**src/rtl/alu_pipe_pkg.sv**
```systemverilog
// rtl/alu_pipe_pkg.sv - shared command codes, collector states and flag struct for alu_pipe
package alu_pipe_pkg;

   localparam int TIMEOUT_DEF = 16;

   typedef enum logic [3:0] {
      A_ADD  = 4'd0,
      A_SUB  = 4'd1,
      A_ADDC = 4'd2,
      A_SUBC = 4'd3,
      A_INCA = 4'd4,
      A_DECA = 4'd5,
      A_INCB = 4'd6,
      A_DECB = 4'd7,
      A_CMP  = 4'd8,
      A_MULI = 4'd9,
      A_MULS = 4'd10
   } arith_cmd_e;

   typedef enum logic [3:0] {
      L_AND  = 4'd0,
      L_NAND = 4'd1,
      L_OR   = 4'd2,
      L_NOR  = 4'd3,
      L_XOR  = 4'd4,
      L_XNOR = 4'd5,
      L_NOTA = 4'd6,
      L_NOTB = 4'd7,
      L_SHRA = 4'd8,
      L_SHLA = 4'd9,
      L_SHRB = 4'd10,
      L_SHLB = 4'd11,
      L_ROLA = 4'd12,
      L_RORA = 4'd13
   } logic_cmd_e;

   typedef enum logic [1:0] {
      ST_IDLE   = 2'd0,
      ST_HAVE_A = 2'd1,
      ST_HAVE_B = 2'd2,
      ST_ISSUE  = 2'd3
   } coll_state_e;

   // Result width depends on the instance DW, so the top pairs this with its own res field.
   typedef struct packed {
      logic cout;
      logic oflow;
      logic g;
      logic e;
      logic l;
      logic err;
   } alu_flags_t;

endpackage

```
**src/rtl/alu_pipe_collector.sv**
```systemverilog
// rtl/alu_pipe_collector.sv - split-operand collector with idle timeout and error issue
// The completing beat is handed to stage 1 combinationally so it loads on the same edge.
module alu_pipe_collector
   import alu_pipe_pkg::*;
#(
   parameter int DW      = 8,
   parameter int TIMEOUT = TIMEOUT_DEF
) (
   input  logic          clk,
   input  logic          rst_n,
   input  logic          ce,
   input  logic          ready,
   input  logic [1:0]    inp_valid,
   input  logic [DW-1:0] opa,
   input  logic [DW-1:0] opb,
   output logic          iss_valid,
   output logic [DW-1:0] iss_a,
   output logic [DW-1:0] iss_b,
   output logic          iss_tout
);
   localparam int             CNTW    = $clog2(TIMEOUT + 1);
   localparam logic [CNTW-1:0] CNT_MAX = CNTW'(TIMEOUT);

   coll_state_e   state_q, state_d;
   logic [DW-1:0] a_q, a_d;
   logic [DW-1:0] b_q, b_d;
   logic [CNTW-1:0] cnt_q, cnt_d;

   always_comb begin
      state_d   = state_q;
      a_d       = a_q;
      b_d       = b_q;
      cnt_d     = cnt_q;
      iss_valid = 1'b0;
      iss_a     = opa;
      iss_b     = opb;
      iss_tout  = 1'b0;
      if (ce) begin
         case (state_q)
            // ISSUE only marks a handoff that already happened; it decodes beats like IDLE.
            ST_IDLE, ST_ISSUE: begin
               state_d = ST_IDLE;
               if (ready) begin
                  case (inp_valid)
                     2'b11: begin
                        iss_valid = 1'b1;
                        state_d   = ST_ISSUE;
                     end
                     2'b01: begin
                        a_d     = opa;
                        cnt_d   = '0;
                        state_d = ST_HAVE_A;
                     end
                     2'b10: begin
                        b_d     = opb;
                        cnt_d   = '0;
                        state_d = ST_HAVE_B;
                     end
                     default: ;
                  endcase
               end
            end
            ST_HAVE_A: begin
               iss_a = inp_valid[0] ? opa : a_q;
               if (inp_valid == 2'b00) begin
                  if (cnt_q == CNT_MAX) begin
                     if (ready) begin
                        iss_valid = 1'b1;
                        iss_tout  = 1'b1;
                        a_d       = '0;
                        cnt_d     = '0;
                        state_d   = ST_IDLE;
                     end
                  end else begin
                     cnt_d = cnt_q + 1'b1;
                  end
               end else if (ready) begin
                  cnt_d = '0;
                  if (inp_valid[1]) begin
                     iss_valid = 1'b1;
                     state_d   = ST_ISSUE;
                  end else begin
                     a_d = opa;
                  end
               end
            end
            ST_HAVE_B: begin
               iss_b = inp_valid[1] ? opb : b_q;
               if (inp_valid == 2'b00) begin
                  if (cnt_q == CNT_MAX) begin
                     if (ready) begin
                        iss_valid = 1'b1;
                        iss_tout  = 1'b1;
                        b_d       = '0;
                        cnt_d     = '0;
                        state_d   = ST_IDLE;
                     end
                  end else begin
                     cnt_d = cnt_q + 1'b1;
                  end
               end else if (ready) begin
                  cnt_d = '0;
                  if (inp_valid[0]) begin
                     iss_valid = 1'b1;
                     state_d   = ST_ISSUE;
                  end else begin
                     b_d = opb;
                  end
               end
            end
            default: state_d = ST_IDLE;
         endcase
      end
   end

   always_ff @(posedge clk or negedge rst_n) begin
      if (!rst_n) begin
         state_q <= ST_IDLE;
         a_q     <= '0;
         b_q     <= '0;
         cnt_q   <= '0;
      end else begin
         state_q <= state_d;
         a_q     <= a_d;
         b_q     <= b_d;
         cnt_q   <= cnt_d;
      end
   end

endmodule

```
**src/rtl/alu_pipe.sv**
```systemverilog
// rtl/alu_pipe.sv - two-stage pipelined ALU with operand collector and valid/ready output
// Define ALU_PIPE_MUL_EN to enable arithmetic CMD 9/10 (multiplier split across both stages).
module alu_pipe
   import alu_pipe_pkg::*;
#(
   parameter int DW      = 8,
   parameter int CW      = 4,
   parameter int TIMEOUT = TIMEOUT_DEF
) (
   input  logic            CLK,
   input  logic            RST_N,
   input  logic            CE,
   input  logic            MODE,
   input  logic [CW-1:0]   CMD,
   input  logic [1:0]      INP_VALID,
   input  logic [DW-1:0]   OPA,
   input  logic [DW-1:0]   OPB,
   input  logic            CIN,
   output logic            IN_READY,
   output logic            OUT_VALID,
   input  logic            OUT_READY,
   output logic [2*DW-1:0] RES,
   output logic            COUT,
   output logic            OFLOW,
   output logic            G,
   output logic            E,
   output logic            L,
   output logic            ERR
);
   localparam int RW = 2 * DW;
   localparam int LW = $clog2(DW);

   logic          rdy_q, rdy_d;
   logic          s1_full_q, s1_full_d;
   logic          s1_mode_q, s1_mode_d;
   logic [CW-1:0] s1_cmd_q, s1_cmd_d;
   logic          s1_cin_q, s1_cin_d;
   logic [DW-1:0] s1_a_q, s1_a_d;
   logic [DW-1:0] s1_b_q, s1_b_d;
   logic          s1_tout_q, s1_tout_d;
`ifdef ALU_PIPE_MUL_EN
   logic [DW-1:0] s1_ma_q, s1_ma_d;
   logic [DW-1:0] s1_mb_q, s1_mb_d;
`endif
   logic          s2_valid_q, s2_valid_d;
   logic [RW-1:0] s2_res_q, s2_res_d;
   alu_flags_t    s2_flg_q, s2_flg_d;

   logic          iss_valid, iss_tout;
   logic [DW-1:0] iss_a, iss_b;
   logic          s2_stall, s2_take;
   logic [RW-1:0] c_res;
   alu_flags_t    c_flg;

   assign s2_stall = s2_valid_q && !OUT_READY;
   assign s2_take  = CE && s1_full_q && !s2_stall;
   // rdy_q keeps IN_READY low until the first edge after reset release.
   assign IN_READY = rdy_q && CE && !(s1_full_q && s2_stall);

   alu_pipe_collector #(
      .DW      (DW),
      .TIMEOUT (TIMEOUT)
   ) u_collector (
      .clk       (CLK),
      .rst_n     (RST_N),
      .ce        (CE),
      .ready     (IN_READY),
      .inp_valid (INP_VALID),
      .opa       (OPA),
      .opb       (OPB),
      .iss_valid (iss_valid),
      .iss_a     (iss_a),
      .iss_b     (iss_b),
      .iss_tout  (iss_tout)
   );

   always_comb begin
      logic [DW:0]   ax;
      logic [DW:0]   bx;
      logic [DW:0]   sum;
      logic [DW-1:0] lres;
      logic [RW-1:0] rot;
      logic [3:0]    op;
      ax    = {1'b0, s1_a_q};
      bx    = {1'b0, s1_b_q};
      sum   = '0;
      lres  = '0;
      rot   = '0;
      op    = s1_cmd_q[3:0];
      c_res = '0;
      c_flg = '0;
      if (s1_tout_q || ((s1_cmd_q >> 4) != '0)) begin
         c_flg.err = 1'b1;
      end else if (s1_mode_q) begin
         case (op)
            A_ADD:  begin sum = ax + bx;                     c_res = RW'(sum);          c_flg.cout  = sum[DW]; end
            A_SUB:  begin sum = ax - bx;                     c_res = RW'(sum[DW-1:0]);  c_flg.oflow = sum[DW]; end
            A_ADDC: begin sum = ax + bx + {{DW{1'b0}}, s1_cin_q}; c_res = RW'(sum);     c_flg.cout  = sum[DW]; end
            A_SUBC: begin sum = ax - bx - {{DW{1'b0}}, s1_cin_q}; c_res = RW'(sum[DW-1:0]); c_flg.oflow = sum[DW]; end
            A_INCA: begin sum = ax + 1'b1;                   c_res = RW'(sum);          c_flg.cout  = sum[DW]; end
            A_DECA: begin sum = ax - 1'b1;                   c_res = RW'(sum[DW-1:0]);  c_flg.oflow = sum[DW]; end
            A_INCB: begin sum = bx + 1'b1;                   c_res = RW'(sum);          c_flg.cout  = sum[DW]; end
            A_DECB: begin sum = bx - 1'b1;                   c_res = RW'(sum[DW-1:0]);  c_flg.oflow = sum[DW]; end
            A_CMP: begin
               c_flg.g = s1_a_q > s1_b_q;
               c_flg.e = s1_a_q == s1_b_q;
               c_flg.l = s1_a_q < s1_b_q;
            end
`ifdef ALU_PIPE_MUL_EN
            A_MULI, A_MULS: c_res = {{DW{1'b0}}, s1_ma_q} * {{DW{1'b0}}, s1_mb_q};
`endif
            default: c_flg.err = 1'b1;
         endcase
      end else begin
         case (op)
            L_AND:  lres = s1_a_q & s1_b_q;
            L_NAND: lres = ~(s1_a_q & s1_b_q);
            L_OR:   lres = s1_a_q | s1_b_q;
            L_NOR:  lres = ~(s1_a_q | s1_b_q);
            L_XOR:  lres = s1_a_q ^ s1_b_q;
            L_XNOR: lres = ~(s1_a_q ^ s1_b_q);
            L_NOTA: lres = ~s1_a_q;
            L_NOTB: lres = ~s1_b_q;
            L_SHRA: lres = s1_a_q >> 1;
            L_SHLA: lres = s1_a_q << 1;
            L_SHRB: lres = s1_b_q >> 1;
            L_SHLB: lres = s1_b_q << 1;
            // Rotates shift a doubled copy of A; the result is still produced when B is out of range.
            L_ROLA: begin
               rot       = {s1_a_q, s1_a_q} << s1_b_q[LW-1:0];
               lres      = rot[RW-1:DW];
               c_flg.err = (s1_b_q >> LW) != '0;
            end
            L_RORA: begin
               rot       = {s1_a_q, s1_a_q} >> s1_b_q[LW-1:0];
               lres      = rot[DW-1:0];
               c_flg.err = (s1_b_q >> LW) != '0;
            end
            default: c_flg.err = 1'b1;
         endcase
         c_res = RW'(lres);
      end
   end

   always_comb begin
      rdy_d      = 1'b1;
      s1_full_d  = s1_full_q;
      s1_mode_d  = s1_mode_q;
      s1_cmd_d   = s1_cmd_q;
      s1_cin_d   = s1_cin_q;
      s1_a_d     = s1_a_q;
      s1_b_d     = s1_b_q;
      s1_tout_d  = s1_tout_q;
`ifdef ALU_PIPE_MUL_EN
      s1_ma_d    = s1_ma_q;
      s1_mb_d    = s1_mb_q;
`endif
      s2_valid_d = s2_valid_q;
      s2_res_d   = s2_res_q;
      s2_flg_d   = s2_flg_q;
      if (CE) begin
         if (s2_take) begin
            s2_valid_d = 1'b1;
            s2_res_d   = c_res;
            s2_flg_d   = c_flg;
         end else if (OUT_READY) begin
            s2_valid_d = 1'b0;
         end
         if (iss_valid) begin
            s1_full_d = 1'b1;
            s1_mode_d = MODE;
            s1_cmd_d  = CMD;
            s1_cin_d  = CIN;
            s1_a_d    = iss_a;
            s1_b_d    = iss_b;
            s1_tout_d = iss_tout;
`ifdef ALU_PIPE_MUL_EN
            // Multiplier operands are prepared here so stage 2 only multiplies.
            s1_ma_d = (CMD[3:0] == A_MULI) ? iss_a + 1'b1 : iss_a << 1;
            s1_mb_d = (CMD[3:0] == A_MULI) ? iss_b + 1'b1 : iss_b;
`endif
         end else if (s2_take) begin
            s1_full_d = 1'b0;
         end
      end
   end

   always_ff @(posedge CLK or negedge RST_N) begin
      if (!RST_N) begin
         rdy_q      <= 1'b0;
         s1_full_q  <= 1'b0;
         s1_mode_q  <= 1'b0;
         s1_cmd_q   <= '0;
         s1_cin_q   <= 1'b0;
         s1_a_q     <= '0;
         s1_b_q     <= '0;
         s1_tout_q  <= 1'b0;
`ifdef ALU_PIPE_MUL_EN
         s1_ma_q    <= '0;
         s1_mb_q    <= '0;
`endif
         s2_valid_q <= 1'b0;
         s2_res_q   <= '0;
         s2_flg_q   <= '0;
      end else begin
         rdy_q      <= rdy_d;
         s1_full_q  <= s1_full_d;
         s1_mode_q  <= s1_mode_d;
         s1_cmd_q   <= s1_cmd_d;
         s1_cin_q   <= s1_cin_d;
         s1_a_q     <= s1_a_d;
         s1_b_q     <= s1_b_d;
         s1_tout_q  <= s1_tout_d;
`ifdef ALU_PIPE_MUL_EN
         s1_ma_q    <= s1_ma_d;
         s1_mb_q    <= s1_mb_d;
`endif
         s2_valid_q <= s2_valid_d;
         s2_res_q   <= s2_res_d;
         s2_flg_q   <= s2_flg_d;
      end
   end

   assign OUT_VALID = s2_valid_q;
   assign RES       = s2_res_q;
   assign COUT      = s2_flg_q.cout;
   assign OFLOW     = s2_flg_q.oflow;
   assign G         = s2_flg_q.g;
   assign E         = s2_flg_q.e;
   assign L         = s2_flg_q.l;
   assign ERR       = s2_flg_q.err;

endmodule
```
**config.mk**
```make
export PLATFORM = sky130hd
export DESIGN_NAME = alu_pipe
export DESIGN_NICKNAME = d
export VERILOG_FILES = /design/src/rtl/alu_pipe_pkg.sv /design/src/rtl/alu_pipe_collector.sv /design/src/rtl/alu_pipe.sv
export SDC_FILE = /design/constraint.sdc
export NUM_CORES = 1
export LEC_CHECK = 0
export CAP_MARGIN = 25
export CORE_UTILIZATION = 45
export DETAILED_ROUTE_END_ITERATION = 7
export GPL_TIMING_DRIVEN = 0
export SLEW_MARGIN = 20
export SYNTH_ARGS = -nofsm -noshare
export SYNTH_HDL_FRONTEND = slang
export SYNTH_SLANG_ARGS = --single-unit
export TNS_END_PERCENT = 5
```
**constraint.sdc**
```tcl
create_clock -name CLK -period 3.4 [get_ports CLK]
set_input_delay 0.68 -clock CLK [delete_from_list [all_inputs] [get_ports CLK]]
set_output_delay 0.68 -clock CLK [all_outputs]
set_load 0.1 [all_outputs]
```
==> results of run 1 <==
## critical path: stages (launching register included)
cell,delay [ns]
sky130_fd_sc_hd__dfrtp_1,0.32
sky130_fd_sc_hd__clkbuf_1,0.35
sky130_fd_sc_hd__buf_2,0.35
sky130_fd_sc_hd__clkbuf_1,0.47
sky130_fd_sc_hd__buf_1,0.64
sky130_fd_sc_hd__nand4_1,0.27
sky130_fd_sc_hd__o311ai_0,0.65
sky130_fd_sc_hd__a32oi_1,0.21
## per-layer routing
layer	vias up	track usage	share of wire
li1	3417	-	-
met1	3712	0.4522	0.40
met2	455	0.6123	0.46
met3	108	0.08646	0.088
met4	0	0.1843	0.052
met5	-	0	0
## cell families after synthesis
family	count (synthesis)
flops	64
simple gates	304
xor+xnor	25
compound gates	282
other cells	2
buf+inv	108
fa+ha+maj	46
mux	56
## state kept, by name, summed over array words and instances, names as in the netlist, 2 cells and up
signal	count
u_collector.b_q	8
s1_cmd_q	4
u_collector.a_q	8
u_collector.cnt_q	5
RES	9
u_collector.state_q	2
s1_b_q	8
s1_a_q	8
## cell usage after synthesis (all sizes together), types with 16 or more instances
master	n	area, um^2
mux2i	38	380.4
a211oi	20	162.7
dfrtp	64	1602
clkbuf	46	242.7
ha	44	550.5
a21oi	37	185.2
nand3	27	140.1
nand2	94	352.8
nor4	16	115.1
nor2b	16	100.1
inv	40	150.1
nor3	19	95.09
o21ai	93	465.5
o22ai	16	100.1
buf	22	121.4
nor2	60	227.7
## layout by cell type (no fill, tap or decap), types with 9 or more instances in the layout
cell | Yosys | routed
sky130_fd_sc_hd__buf_4 | 7 | 21
sky130_fd_sc_hd__o21ai_0 | 91 | 89
sky130_fd_sc_hd__mux2i_1 | 38 | 38
sky130_fd_sc_hd__clkbuf_1 | 39 | 26
sky130_fd_sc_hd__inv_1 | 39 | 37
sky130_fd_sc_hd__a21oi_1 | 37 | 36
sky130_fd_sc_hd__nor2_1 | 59 | 59
sky130_fd_sc_hd__nand2_1 | 94 | 94
sky130_fd_sc_hd__o22ai_1 | 16 | 16
sky130_fd_sc_hd__mux2_2 | 15 | 15
sky130_fd_sc_hd__xnor2_1 | 14 | 12
sky130_fd_sc_hd__xor2_1 | 11 | 9
sky130_fd_sc_hd__buf_2 | 10 | 10
sky130_fd_sc_hd__nor3_1 | 19 | 18
sky130_fd_sc_hd__dfrtp_1 | 64 | 56
sky130_fd_sc_hd__nor4_1 | 15 | 13
sky130_fd_sc_hd__nor2b_1 | 16 | 16
sky130_fd_sc_hd__nand2b_1 | 15 | 15
sky130_fd_sc_hd__o211ai_1 | 9 | 9
sky130_fd_sc_hd__ha_1 | 44 | 41
sky130_fd_sc_hd__clkbuf_16 | 0 | 9
sky130_fd_sc_hd__a22o_1 | 12 | 12
sky130_fd_sc_hd__nand4_1 | 11 | 11
sky130_fd_sc_hd__nand3_1 | 26 | 26
sky130_fd_sc_hd__a211oi_1 | 19 | 15
sky130_fd_sc_hd__clkdlybuf4s50_1 | 0 | 41
## how the worst min path moves through the flow
stage	startpoint	to	slack [ns]
floorplan	RST_N	COUT	0.38
global placement	RES[0]	RES[0]	0.45
detailed placement	E	E	0.47
CTS	RST_N	RES[6]	0.26
global route	RST_N	RES[6]	0.27
finish	RST_N	RES[6]	0.24
## layout make-up
cell class	count	share of cell area
Multi-Input combinational cell	721	0.6097
Buffer	67	0.04836
Timing Repair Buffer	57	0.06478
Clock buffer	9	0.02712
Sequential cell	64	0.1940
Inverter	40	0.01898
Clock inverter	7	0.008738
Tap cell	188	0.02832
## per-stage QoR
step | hold WS [ns] | TNS, ns | setup slack (ns) | instances
after CTS | 0.2599 | -0.4599 | -0.1155 | 1141
after detailed placement | 0.4695 | -8.219 | -0.8580 | 1126
after floorplan | 0.3844 | 0 | 0.3384 | 893
final | 0.2436 | -0.01194 | -0.01194 | 1153
after global routing | 0.2677 | -0.1021 | -0.06457 | 1153
after global placement | 0.4548 | -36.23 | -0.8002 | 1124
## timing repair
| item | CTS | global route |
|---|---|---|
| setup endpoints to repair | 13 | 23 |
| setup buffers | 0 | 11 |
| pin swaps | 1 | 2 |
| resized for setup | 33 | 50 |
==> report_table.html, run 1 <==
<table>
<tr><th>Metric</th><th>Value</th></tr>
<tr><th colspan="2">Placed design</th></tr>
<tr><td>Post-placement cell area</td><td>7694 um^2</td></tr>
<tr><td>HPWL reported at the end of detailed placement</td><td>21,810 um</td></tr>
<tr><td>Number of I/O port buffers</td><td>43</td></tr>
<tr><td>Weighted congestion at the end of routability-driven global placement</td><td>1.039</td></tr>
<tr><th colspan="2">Synthesis</th></tr>
<tr><td>Dominant combinational cell family by area after synthesis</td><td>compound AO/OA/AOI/OAI gates</td></tr>
<tr><td>Synth Area in Adders</td><td>0.08468</td></tr>
<tr><td>Synthesized-area fraction occupied by ao, oa, aoi and oai cells</td><td>0.2716</td></tr>
<tr><td>Dominant register cell in the synthesized netlist</td><td>sky130_fd_sc_hd__dfrtp_1</td></tr>
<tr><td>Mux contribution to synthesized area</td><td>0.08845</td></tr>
<tr><td>Synth warn</td><td>0</td></tr>
<tr><td>Simple-gate share of the synthesized area</td><td>0.2194</td></tr>
<tr><td>Number of flops mapped to enable cells by yosys</td><td>0</td></tr>
<tr><td>Number of library cell types mapped by synthesis</td><td>82</td></tr>
<tr><td>Async SR Flop Fraction</td><td>1.000</td></tr>
<tr><td>Number of instances in the synthesized netlist</td><td>887</td></tr>
<tr><td>XOR/XNOR share of the synthesized area</td><td>0.03140</td></tr>
<tr><td>Average cell area after synthesis</td><td>7.863 um^2</td></tr>
<tr><td>Number of register bits inferred by synthesis</td><td>64</td></tr>
<tr><td>Post-synthesis sequential area ratio</td><td>0.2296</td></tr>
<tr><td>Cell area after synthesis</td><td>6974 um^2</td></tr>
<tr><th colspan="2">Worst hold path</th></tr>
<tr><td>Type of the worst min-delay path</td><td>in2async</td></tr>
<tr><th colspan="2">Timing</th></tr>
<tr><td>Final number of hold-violating endpoints</td><td>0</td></tr>
<tr><td>Fmax</td><td>293.1 MHz</td></tr>
<tr><td>Worst slew margin</td><td>0.2607</td></tr>
<tr><td>Worst Max-Slew Pin Slew</td><td>1.105 ns</td></tr>
<tr><td>Ratio of final minimum period to clock period</td><td>1.004</td></tr>
<tr><td>Final clock skew</td><td>0.01750 ns</td></tr>
<tr><td>Post-route worst setup slack</td><td>-0.01194 ns</td></tr>
<tr><td>Final critical path time including I/O delays and setup</td><td>3.412 ns</td></tr>
<tr><td>Final Max Slew Viols</td><td>0</td></tr>
<tr><td>Unrepaired setup endpoints after global routing</td><td>yes</td></tr>
<tr><td>Final count of negative-setup-slack endpoints</td><td>1</td></tr>
<tr><th colspan="2">Status</th></tr>
<tr><td>Status</td><td>finished, violations left</td></tr>
<tr><td>Failing checks</td><td>setup timing</td></tr>
<tr><th colspan="2">Layout</th></tr>
<tr><td>Final Util</td><td>0.5484</td></tr>
<tr><td>Area occupied by registers</td><td>1612 um^2</td></tr>
<tr><td>Share of post-route cells with drive strength above 1</td><td>0.1534</td></tr>
<tr><td>Net total in the final layout</td><td>1,034</td></tr>
<tr><td>Fillers</td><td>1,472</td></tr>
<tr><td>Area growth syn-to-layout</td><td>19.09%</td></tr>
<tr><td>Final instance area</td><td>8305 um^2</td></tr>
<tr><td>Total area of multi-input combinational cells</td><td>5064 um^2</td></tr>
<tr><td>Antenna cells</td><td>0</td></tr>
<tr><th colspan="2">Worst setup path</th></tr>
<tr><td>Reg-to-reg setup timing slack</td><td>-0.01 ns</td></tr>
<tr><td>Startpoint kind of the worst setup timing path</td><td>flop</td></tr>
<tr><td>Start of the worst register-to-register path</td><td>s1_cmd_q[1]</td></tr>
<tr><td>Endpoint of the most critical register-to-register path</td><td>RES[7]</td></tr>
<tr><td>Launching element of the worst setup path</td><td>s1_cmd_q[1]</td></tr>
<tr><td>Data required time at the worst endpoint</td><td>3.60 ns</td></tr>
<tr><td>Category of the worst setup path capture point</td><td>flop</td></tr>
<tr><td>Critical path endpoint</td><td>RES[7]</td></tr>
<tr><td>Critical path fanouts, max</td><td>10</td></tr>
<tr><td>Signal arrival time at the worst endpoint</td><td>3.62 ns</td></tr>
<tr><td>R2R depth</td><td>7</td></tr>
<tr><td>Type of the setup path with the least slack</td><td>reg2reg</td></tr>
<tr><th colspan="2">Floorplanning</th></tr>
<tr><td>Die Height</td><td>126.5 um</td></tr>
<tr><td>Die X-Extent</td><td>126.5 um</td></tr>
<tr><td>Die area</td><td>16,000 um^2</td></tr>
<tr><td>Total core area</td><td>15,150 um^2</td></tr>
<tr><td>IO Pins</td><td>52</td></tr>
<tr><td>Standard-cell row count</td><td>45</td></tr>
<tr><td>Initial cell density of the core</td><td>0.4605</td></tr>
<tr><th colspan="2">Routing</th></tr>
<tr><td>Length of the first detailed-routing pass in iterations</td><td>6</td></tr>
<tr><td>DR WL/cell</td><td>25.45 um</td></tr>
<tr><td>DRT iter0 DRCs</td><td>913</td></tr>
<tr><td>Vias</td><td>7,692</td></tr>
<tr><td>Residual DRC count</td><td>0</td></tr>
<tr><td>Overall routed net length</td><td>29,340 um</td></tr>
<tr><td>Vias per cell</td><td>6.671</td></tr>
<tr><td>Remaining antenna violation count after routing</td><td>0</td></tr>
<tr><th colspan="2">Clock tree</th></tr>
<tr><td>Hold bufs inserted after CTS</td><td>0</td></tr>
<tr><td>TritonCTS Sinks</td><td>64</td></tr>
<tr><td>H-Tree Level Count</td><td>3</td></tr>
<tr><td>Clock latency of the later-clocked register in the worst-skew pair</td><td>0.36 ns</td></tr>
<tr><td>Clock tree from TritonCTS</td><td>done</td></tr>
<tr><td>Clock buffer depth</td><td>2</td></tr>
<tr><td>Clock-pin slew on the worst setup and hold paths</td><td>0.07 ns</td></tr>
<tr><td>TritonCTS buffer count</td><td>9</td></tr>
<tr><td>Root Driver</td><td>sky130_fd_sc_hd__clkbuf_16</td></tr>
<tr><th colspan="2">Flow run</th></tr>
<tr><td>Max-capacitance violation count</td><td>0</td></tr>
<tr><th colspan="2">GRT</th></tr>
<tr><td>GR Util All Layers</td><td>0.3702</td></tr>
<tr><td>Global-route wire length before repair</td><td>44,200 um</td></tr>
<tr><td>Largest net degree at the start of global routing</td><td>37</td></tr>
<tr><td>Residual overflow from global routing</td><td>0</td></tr>
<tr><td>Vias in the first global route</td><td>7,271</td></tr>
<tr><td>Initial antenna violation count</td><td>0</td></tr>
</table>
Power of run 1 is not shown: default switching activity piles up to over one toggle a cycle in this logic, so the estimate is an artifact.
==> inputs of run 2 (changes only) <==
- SKIP_LAST_GASP: unset -> 1
==> report_table.html, run 2 (synthesized netlist as in run 1, its figures left out) <==
<table>
<tr><th>Metric</th><th>Value</th></tr>
<tr><th colspan="2">Worst setup path</th></tr>
<tr><td>Critical path fanouts, max</td><td>10 (unchanged)</td></tr>
<tr><td>Category of the worst setup path capture point</td><td>flop</td></tr>
<tr><td>Crit path max-delay cell type</td><td>sky130_fd_sc_hd__o311ai_0</td></tr>
<tr><td>Signal arrival time at the worst endpoint</td><td>3.62 ns (about the same)</td></tr>
<tr><td>Type of the setup path with the least slack</td><td>reg2reg</td></tr>
<tr><td>Peak per-stage delay on the critical path</td><td>0.65 ns (about the same)</td></tr>
<tr><td>Startpoint kind of the worst setup timing path</td><td>flop</td></tr>
<tr><td>Reg-to-reg setup timing slack</td><td>-0.02 ns (about the same)</td></tr>
<tr><td>Data required time at the worst endpoint</td><td>3.59 ns (about the same)</td></tr>
<tr><td>Cell chain of the critical path</td><td>clkbuf_2 -&gt; buf_6 -&gt; clkinvlp_4 -&gt; buf_4 -&gt; ha_1 -&gt; o21bai_2 -&gt; a21oi_1 -&gt; xnor2_2 -&gt; nand4_1 -&gt; o311ai_0 -&gt; a32oi_1</td></tr>
<tr><th colspan="2">Timing</th></tr>
<tr><td>Final setup TNS</td><td>-0.02308 ns (-0.01115 ns)</td></tr>
<tr><td>Ratio of final minimum period to clock period</td><td>1.007 (+0.003279)</td></tr>
<tr><td>Final count of negative-setup-slack endpoints</td><td>1 (unchanged)</td></tr>
<tr><td>Final hold slack</td><td>0.2459 ns (+0.002347 ns)</td></tr>
<tr><td>Unrepaired setup endpoints after global routing</td><td>yes</td></tr>
<tr><td>Final clock skew</td><td>0.01591 ns (-0.001597 ns)</td></tr>
<tr><td>Final number of hold-violating endpoints</td><td>0 (unchanged)</td></tr>
<tr><td>Final critical path time including I/O delays and setup</td><td>3.423 ns (+0.01115 ns)</td></tr>
<tr><td>Worst Max-Slew Pin Slew</td><td>1.094 ns (-0.01043 ns)</td></tr>
<tr><td>Fmax</td><td>292.1 MHz (-0.33%)</td></tr>
<tr><td>Final Max Slew Viols</td><td>0 (unchanged)</td></tr>
<tr><td>Worst slew margin</td><td>0.2677 (+0.006976)</td></tr>
<tr><td>Post-route worst setup slack</td><td>-0.02308 ns (-0.01115 ns)</td></tr>
<tr><th colspan="2">Routing</th></tr>
<tr><td>Vias per cell</td><td>6.681 (+0.14%)</td></tr>
<tr><td>DR WL/cell</td><td>25.33 um (-0.46%)</td></tr>
<tr><td>DRT iter0 DRCs</td><td>990 (+8.4%)</td></tr>
<tr><td>Vias</td><td>7,703 (+0.14%)</td></tr>
<tr><td>Remaining antenna violation count after routing</td><td>0 (unchanged)</td></tr>
<tr><td>Residual DRC count</td><td>0 (unchanged)</td></tr>
<tr><td>Length of the first detailed-routing pass in iterations</td><td>6 (unchanged)</td></tr>
<tr><td>Overall routed net length</td><td>29,200 um (-0.46%)</td></tr>
<tr><th colspan="2">Clock tree</th></tr>
<tr><td>TritonCTS buffer count</td><td>9 (unchanged)</td></tr>
<tr><td>TritonCTS Sinks</td><td>64 (unchanged)</td></tr>
<tr><td>Root Driver</td><td>sky130_fd_sc_hd__clkbuf_16</td></tr>
<tr><td>Clock buffer depth</td><td>2 (unchanged)</td></tr>
<tr><td>Clock-pin slew on the worst setup and hold paths</td><td>0.07 ns (about the same)</td></tr>
<tr><td>Clock latency of the later-clocked register in the worst-skew pair</td><td>0.35 ns (about the same)</td></tr>
<tr><td>H-Tree Level Count</td><td>3 (unchanged)</td></tr>
<tr><td>Hold bufs inserted after CTS</td><td>0 (unchanged)</td></tr>
<tr><td>Clock tree from TritonCTS</td><td>done</td></tr>
<tr><th colspan="2">GRT</th></tr>
<tr><td>Global routing usage on met3</td><td>0.08267 (-0.003796)</td></tr>
<tr><td>GR Util All Layers</td><td>0.3700 (about the same)</td></tr>
<tr><td>Initial antenna violation count</td><td>0 (unchanged)</td></tr>
<tr><td>Layer with the highest usage after global routing</td><td>met2</td></tr>
<tr><td>Residual overflow from global routing</td><td>0 (unchanged)</td></tr>
<tr><td>Largest net degree at the start of global routing</td><td>37 (unchanged)</td></tr>
<tr><td>Met2 track utilization from global routing</td><td>0.6149 (+0.002600)</td></tr>
<tr><td>Met1 track utilization from global routing</td><td>0.4575 (+0.005295)</td></tr>
<tr><td>Global-route wire length before repair</td><td>44,210 um (about the same)</td></tr>
<tr><td>Vias in the first global route</td><td>7,256 (-0.21%)</td></tr>
<tr><th colspan="2">Worst hold path</th></tr>
<tr><td>Type of the worst min-delay path</td><td>in2async</td></tr>
<tr><th colspan="2">Layout</th></tr>
<tr><td>Net total in the final layout</td><td>1,034 (unchanged)</td></tr>
<tr><td>Most frequent cells in the layout</td><td>sky130_fd_sc_hd__nand2_1, sky130_fd_sc_hd__o21ai_0, sky130_fd_sc_hd__nor2_1, sky130_fd_sc_hd__dfrtp_1, sky130_fd_sc_hd__ha_1</td></tr>
<tr><td>Antenna cells</td><td>0 (unchanged)</td></tr>
<tr><td>Share of post-route cells with drive strength above 1</td><td>0.1472 (-0.006218)</td></tr>
<tr><td>Area growth syn-to-layout</td><td>18.64%</td></tr>
<tr><td>Max reg flops</td><td>9 (unchanged)</td></tr>
<tr><td>Final Util</td><td>0.5463 (-0.002065)</td></tr>
<tr><td>Most common library cell in the layout ignoring fill and taps</td><td>sky130_fd_sc_hd__nand2_1</td></tr>
<tr><th colspan="2">Placed design</th></tr>
<tr><td>Weighted congestion at the end of routability-driven global placement</td><td>1.039 (unchanged)</td></tr>
<tr><td>HPWL reported at the end of detailed placement</td><td>21,810 um (unchanged)</td></tr>
<tr><td>Number of I/O port buffers</td><td>43 (unchanged)</td></tr>
<tr><td>Setup slack after placement</td><td>-0.8580 ns (unchanged)</td></tr>
<tr><th colspan="2">Floorplanning</th></tr>
<tr><td>Standard-cell row count</td><td>45 (unchanged)</td></tr>
<tr><td>Total core area</td><td>15,150 um^2 (unchanged)</td></tr>
<tr><td>Die Height</td><td>126.5 um (unchanged)</td></tr>
<tr><td>Initial cell density of the core</td><td>0.4605 (unchanged)</td></tr>
<tr><td>IO Pins</td><td>52 (unchanged)</td></tr>
<tr><td>Die X-Extent</td><td>126.5 um (unchanged)</td></tr>
<tr><td>Die area</td><td>16,000 um^2 (unchanged)</td></tr>
<tr><th colspan="2">Flow run</th></tr>
<tr><td>Max-capacitance violation count</td><td>0 (unchanged)</td></tr>
<tr><th colspan="2">Status</th></tr>
<tr><td>Status</td><td>finished, violations left</td></tr>
<tr><td>Failing checks</td><td>setup timing</td></tr>
</table>
## run 2: worst paths after layout
check                          start        end  cells past startpoint
setup / recovery           s1_b_q[1]     RES[7]                     11
max in group asynchronous      RST_N  s1_b_q[1]                      2
hold reg to reg                    E          E                      2
min in group CLK                   E          E                      2
setup reg to reg           s1_b_q[1]     RES[7]                     11
hold / removal                 RST_N     RES[6]                      1
## run 2: metal layers
| layer | share of wire | vias to the layer above |
|---|---|---|
| li1 | - | 3421 |
| met1 | 0.39 | 3700 |
| met2 | 0.47 | 490 |
| met3 | 0.091 | 92 |
| met4 | 0.049 | 0 |
| met5 | 0 | - |
## run 2: cell type report
class | count | area, um^2
Fill cell | 1480 | 6872
Buffer | 67 | 397.9
Timing Repair Buffer | 57 | 538.0
Tap cell | 188 | 235.2
Inverter | 40 | 157.7
Sequential cell | 64 | 1610
Clock buffer | 9 | 225.2
Multi-Input combinational cell | 721 | 5037
Clock inverter | 7 | 72.57
## run 2: what timing repair did
action,in CTS,in global routing
endpoints found under the setup margin,13,23
buffers inserted,0,11
pin swaps,1,2
hold endpoints to repair,0,0
gates resized for setup,21,54
## run 2: metrics by stage
step	cell area, um^2	instances
after floorplan	6997	893
after global placement	7662	1124
after detailed placement	7694	1126
after CTS	8040	1141
after global routing	8274	1153
final	8274	1153
## run 2: worst max-delay path, delay by kind of cell (launching register included)
kind	cells	cell delay [ns]
compound gates	4	1.37
simple gates	1	0.21
buf+inv	4	0.85
fa+ha+maj	1	0.15
flops	1	0.47
xor+xnor	1	0.22
Power of run 2 is left out for the same reason.
==> inputs of run 3 (changes only) <==
- CORE_MARGIN: unset -> 1.5
- SKIP_CTS_REPAIR_TIMING: unset -> 1
==> report_table.html, run 3 (synthesized netlist as in run 1, its figures left out) <==
<table>
<tr><th>Metric</th><th>Value</th></tr>
<tr><th colspan="2">Worst setup path</th></tr>
<tr><td>Peak per-stage delay on the critical path</td><td>0.71 ns (+0.06 ns)</td></tr>
<tr><td>Endpoint of the most critical register-to-register path</td><td>RES[6]</td></tr>
<tr><td>Category of the worst setup path capture point</td><td>flop</td></tr>
<tr><td>Startpoint kind of the worst setup timing path</td><td>flop</td></tr>
<tr><td>Type of the setup path with the least slack</td><td>reg2reg</td></tr>
<tr><td>Cell class contributing the biggest share of worst-path delay</td><td>compound AO/OA/AOI/OAI gates</td></tr>
<tr><td>Levels on crit path</td><td>10 (-1)</td></tr>
<tr><td>Total buffers and inverters traversed by the critical path</td><td>2 (-2)</td></tr>
<tr><td>Start of the worst register-to-register path</td><td>s1_a_q[1]</td></tr>
<tr><td>Critical path fanouts, max</td><td>10 (unchanged)</td></tr>
<tr><td>R2R depth</td><td>10 (-1)</td></tr>
<tr><td>Crit path max-delay cell type</td><td>sky130_fd_sc_hd__a2111oi_1</td></tr>
<tr><td>Most numerous cell on the critical path</td><td>sky130_fd_sc_hd__o31ai_1</td></tr>
<tr><td>Cell chain of the critical path</td><td>clkbuf_2 -&gt; inv_1 -&gt; ha_1 -&gt; or3b_2 -&gt; o31ai_1 -&gt; a21oi_1 -&gt; a2111oi_1 -&gt; nand4_1 -&gt; o31ai_1 -&gt; nand2_1</td></tr>
<tr><td>Signal arrival time at the worst endpoint</td><td>3.78 ns (+0.16 ns)</td></tr>
<tr><td>Data required time at the worst endpoint</td><td>3.65 ns (+0.06 ns)</td></tr>
<tr><td>Reg-to-reg setup timing slack</td><td>-0.13 ns (-0.11 ns)</td></tr>
<tr><th colspan="2">Clock tree</th></tr>
<tr><td>Root Driver</td><td>sky130_fd_sc_hd__clkbuf_16</td></tr>
<tr><td>Clock-pin slew on the worst setup and hold paths</td><td>0.07 ns (about the same)</td></tr>
<tr><td>TritonCTS Sinks</td><td>64 (unchanged)</td></tr>
<tr><td>Clock tree from TritonCTS</td><td>done</td></tr>
<tr><td>Clock latency of the later-clocked register in the worst-skew pair</td><td>0.36 ns (about the same)</td></tr>
<tr><td>H-Tree Level Count</td><td>3 (unchanged)</td></tr>
<tr><td>TritonCTS buffer count</td><td>9 (unchanged)</td></tr>
<tr><td>Clock buffer depth</td><td>2 (unchanged)</td></tr>
<tr><th colspan="2">Timing</th></tr>
<tr><td>Ratio of final minimum period to clock period</td><td>1.038 (+0.03121)</td></tr>
<tr><td>Final critical path time including I/O delays and setup</td><td>3.529 ns (+0.1061 ns)</td></tr>
<tr><td>Unrepaired setup endpoints after global routing</td><td>yes</td></tr>
<tr><td>Worst Max-Slew Pin Slew</td><td>1.165 ns (+0.07046 ns)</td></tr>
<tr><td>Worst slew margin</td><td>0.2174 (-0.05026)</td></tr>
<tr><td>Final Max Slew Viols</td><td>0 (unchanged)</td></tr>
<tr><td>Post-route worst setup slack</td><td>-0.1292 ns (-0.1061 ns)</td></tr>
<tr><td>Final clock skew</td><td>0.01859 ns (+0.002678 ns)</td></tr>
<tr><td>Final number of hold-violating endpoints</td><td>0 (unchanged)</td></tr>
<tr><td>Fmax</td><td>283.4 MHz (-3.0%)</td></tr>
<tr><td>Final count of negative-setup-slack endpoints</td><td>8 (+7)</td></tr>
<tr><th colspan="2">Routing</th></tr>
<tr><td>Overall routed net length</td><td>29,680 um (+1.6%)</td></tr>
<tr><td>Vias</td><td>7,824 (+1.6%)</td></tr>
<tr><td>Met2 layer wire length in the routed design</td><td>13,820 um (+1.2%)</td></tr>
<tr><td>DR WL met3</td><td>2745 um (+3.4%)</td></tr>
<tr><td>Vias per cell</td><td>6.809 (+1.9%)</td></tr>
<tr><td>Met1 wire length</td><td>11,310 um (-1.4%)</td></tr>
<tr><td>DRT iter0 DRCs</td><td>964 (-2.6%)</td></tr>
<tr><td>Remaining antenna violation count after routing</td><td>0 (unchanged)</td></tr>
<tr><td>Residual DRC count</td><td>0 (unchanged)</td></tr>
<tr><td>Uppermost layer routed</td><td>met4</td></tr>
<tr><td>Length of the first detailed-routing pass in iterations</td><td>6 (unchanged)</td></tr>
<tr><td>DR WL/cell</td><td>25.83 um (+2.0%)</td></tr>
<tr><th colspan="2">Floorplanning</th></tr>
<tr><td>Die Height</td><td>127.5 um (+0.79%)</td></tr>
<tr><td>IO Pins</td><td>52 (unchanged)</td></tr>
<tr><td>Standard-cell row count</td><td>45 (unchanged)</td></tr>
<tr><td>Total core area</td><td>15,150 um^2 (unchanged)</td></tr>
<tr><td>Die area</td><td>16,250 um^2 (+1.6%)</td></tr>
<tr><td>Die X-Extent</td><td>127.5 um (+0.79%)</td></tr>
<tr><td>Initial cell density of the core</td><td>0.4605 (unchanged)</td></tr>
<tr><th colspan="2">GRT</th></tr>
<tr><td>Vias in the first global route</td><td>7,425 (+2.3%)</td></tr>
<tr><td>GR Util All Layers</td><td>0.3628 (-0.007250)</td></tr>
<tr><td>Largest net degree at the start of global routing</td><td>36 (-2.7%)</td></tr>
<tr><td>Residual overflow from global routing</td><td>0 (unchanged)</td></tr>
<tr><td>Initial antenna violation count</td><td>1 (+1)</td></tr>
<tr><td>Global-route wire length before repair</td><td>43,870 um (-0.76%)</td></tr>
<tr><th colspan="2">Layout</th></tr>
<tr><td>Share of post-route cells with drive strength above 1</td><td>0.1344 (-0.01278)</td></tr>
<tr><td>Area occupied by registers</td><td>1609 um^2 (about the same)</td></tr>
<tr><td>Most frequent cells in the layout</td><td>sky130_fd_sc_hd__nand2_1, sky130_fd_sc_hd__o21ai_0, sky130_fd_sc_hd__nor2_1, sky130_fd_sc_hd__dfrtp_1, sky130_fd_sc_hd__ha_1</td></tr>
<tr><td>Most common library cell in the layout ignoring fill and taps</td><td>sky130_fd_sc_hd__nand2_1</td></tr>
<tr><td>Area growth syn-to-layout</td><td>18.28%</td></tr>
<tr><td>Fillers</td><td>1,433 (-3.2%)</td></tr>
<tr><td>Final Util</td><td>0.5447 (-0.001652)</td></tr>
<tr><td>Total area of multi-input combinational cells</td><td>5009 um^2 (-0.57%)</td></tr>
<tr><td>Max reg flops</td><td>9 (unchanged)</td></tr>
<tr><td>Net total in the final layout</td><td>1,029 (-0.48%)</td></tr>
<tr><th colspan="2">Status</th></tr>
<tr><td>Status</td><td>finished, violations left</td></tr>
<tr><td>Failing checks</td><td>setup timing</td></tr>
<tr><th colspan="2">Flow run</th></tr>
<tr><td>Max-capacitance violation count</td><td>0 (unchanged)</td></tr>
<tr><th colspan="2">Placed design</th></tr>
<tr><td>Weighted congestion at the end of routability-driven global placement</td><td>1.028 (-1.1%)</td></tr>
<tr><td>Number of I/O port buffers</td><td>43 (unchanged)</td></tr>
<tr><td>HPWL reported at the end of detailed placement</td><td>22,390 um (+2.7%)</td></tr>
<tr><th colspan="2">Worst hold path</th></tr>
<tr><td>Type of the worst min-delay path</td><td>in2async</td></tr>
</table>
[run 3: cell types whose count changed in the layout (fill, tap and decap cells not counted), sizes merged]
| cell | change |
|---|---|
| buf | -2 |
| bufinv | +2 |
| clkbuf | -4 |
| clkinv | -1 |
| clkinvlp | -1 |
| diode | +1 |
| dlymetal6s2s | +1 |
[run 3: routing by layer]
layer,vias to the layer above,track usage
li1,3406,-
met1,3783,0.4417
met2,499,0.6003
met3,136,0.06491
met4,0,0.2159
met5,-,0
[run 3: worst max path at each step]
stage	endpoint	slack (ns)	startpoint
finish	RES[6]	-0.13	s1_a_q[1]
global route	RES[5]	-0.18	s1_b_q[1]
CTS	RES[5]	-0.77	s1_a_q[2]
detailed placement	RES[5]	-0.75	s1_a_q[2]
global placement	RES[7]	-0.76	s1_a_q[3]
floorplan	COUT	0.34	s1_b_q[1]
[run 3: final cells by class]
type / instances / share of cell area
Multi-Input combinational cell: 721 / 0.6072
Sequential cell: 64 / 0.1951
Timing Repair Buffer: 52 / 0.06158
Buffer: 67 / 0.04641
Tap cell: 188 / 0.02852
Clock buffer: 9 / 0.02730
Inverter: 40 / 0.01911
Clock inverter: 7 / 0.01456
Antenna cell: 1 / 0.0003034
[run 3: per-stage QoR]
stage	instance area (um^2)	TNS (ns)	setup slack, ns	hold slack, ns	cells
finish	8249	-0.5225	-0.1292	0.2481	1149
global route	8247	-1.255	-0.1765	0.2807	1148
CTS	8036	-5.748	-0.7728	0.2699	1142
detailed placement	7691	-7.489	-0.7511	0.4688	1126
global placement	7662	-34.80	-0.7566	0.4549	1124
floorplan	6997	0	0.3384	0.3844	893
Power of run 3 is left out for the same reason.
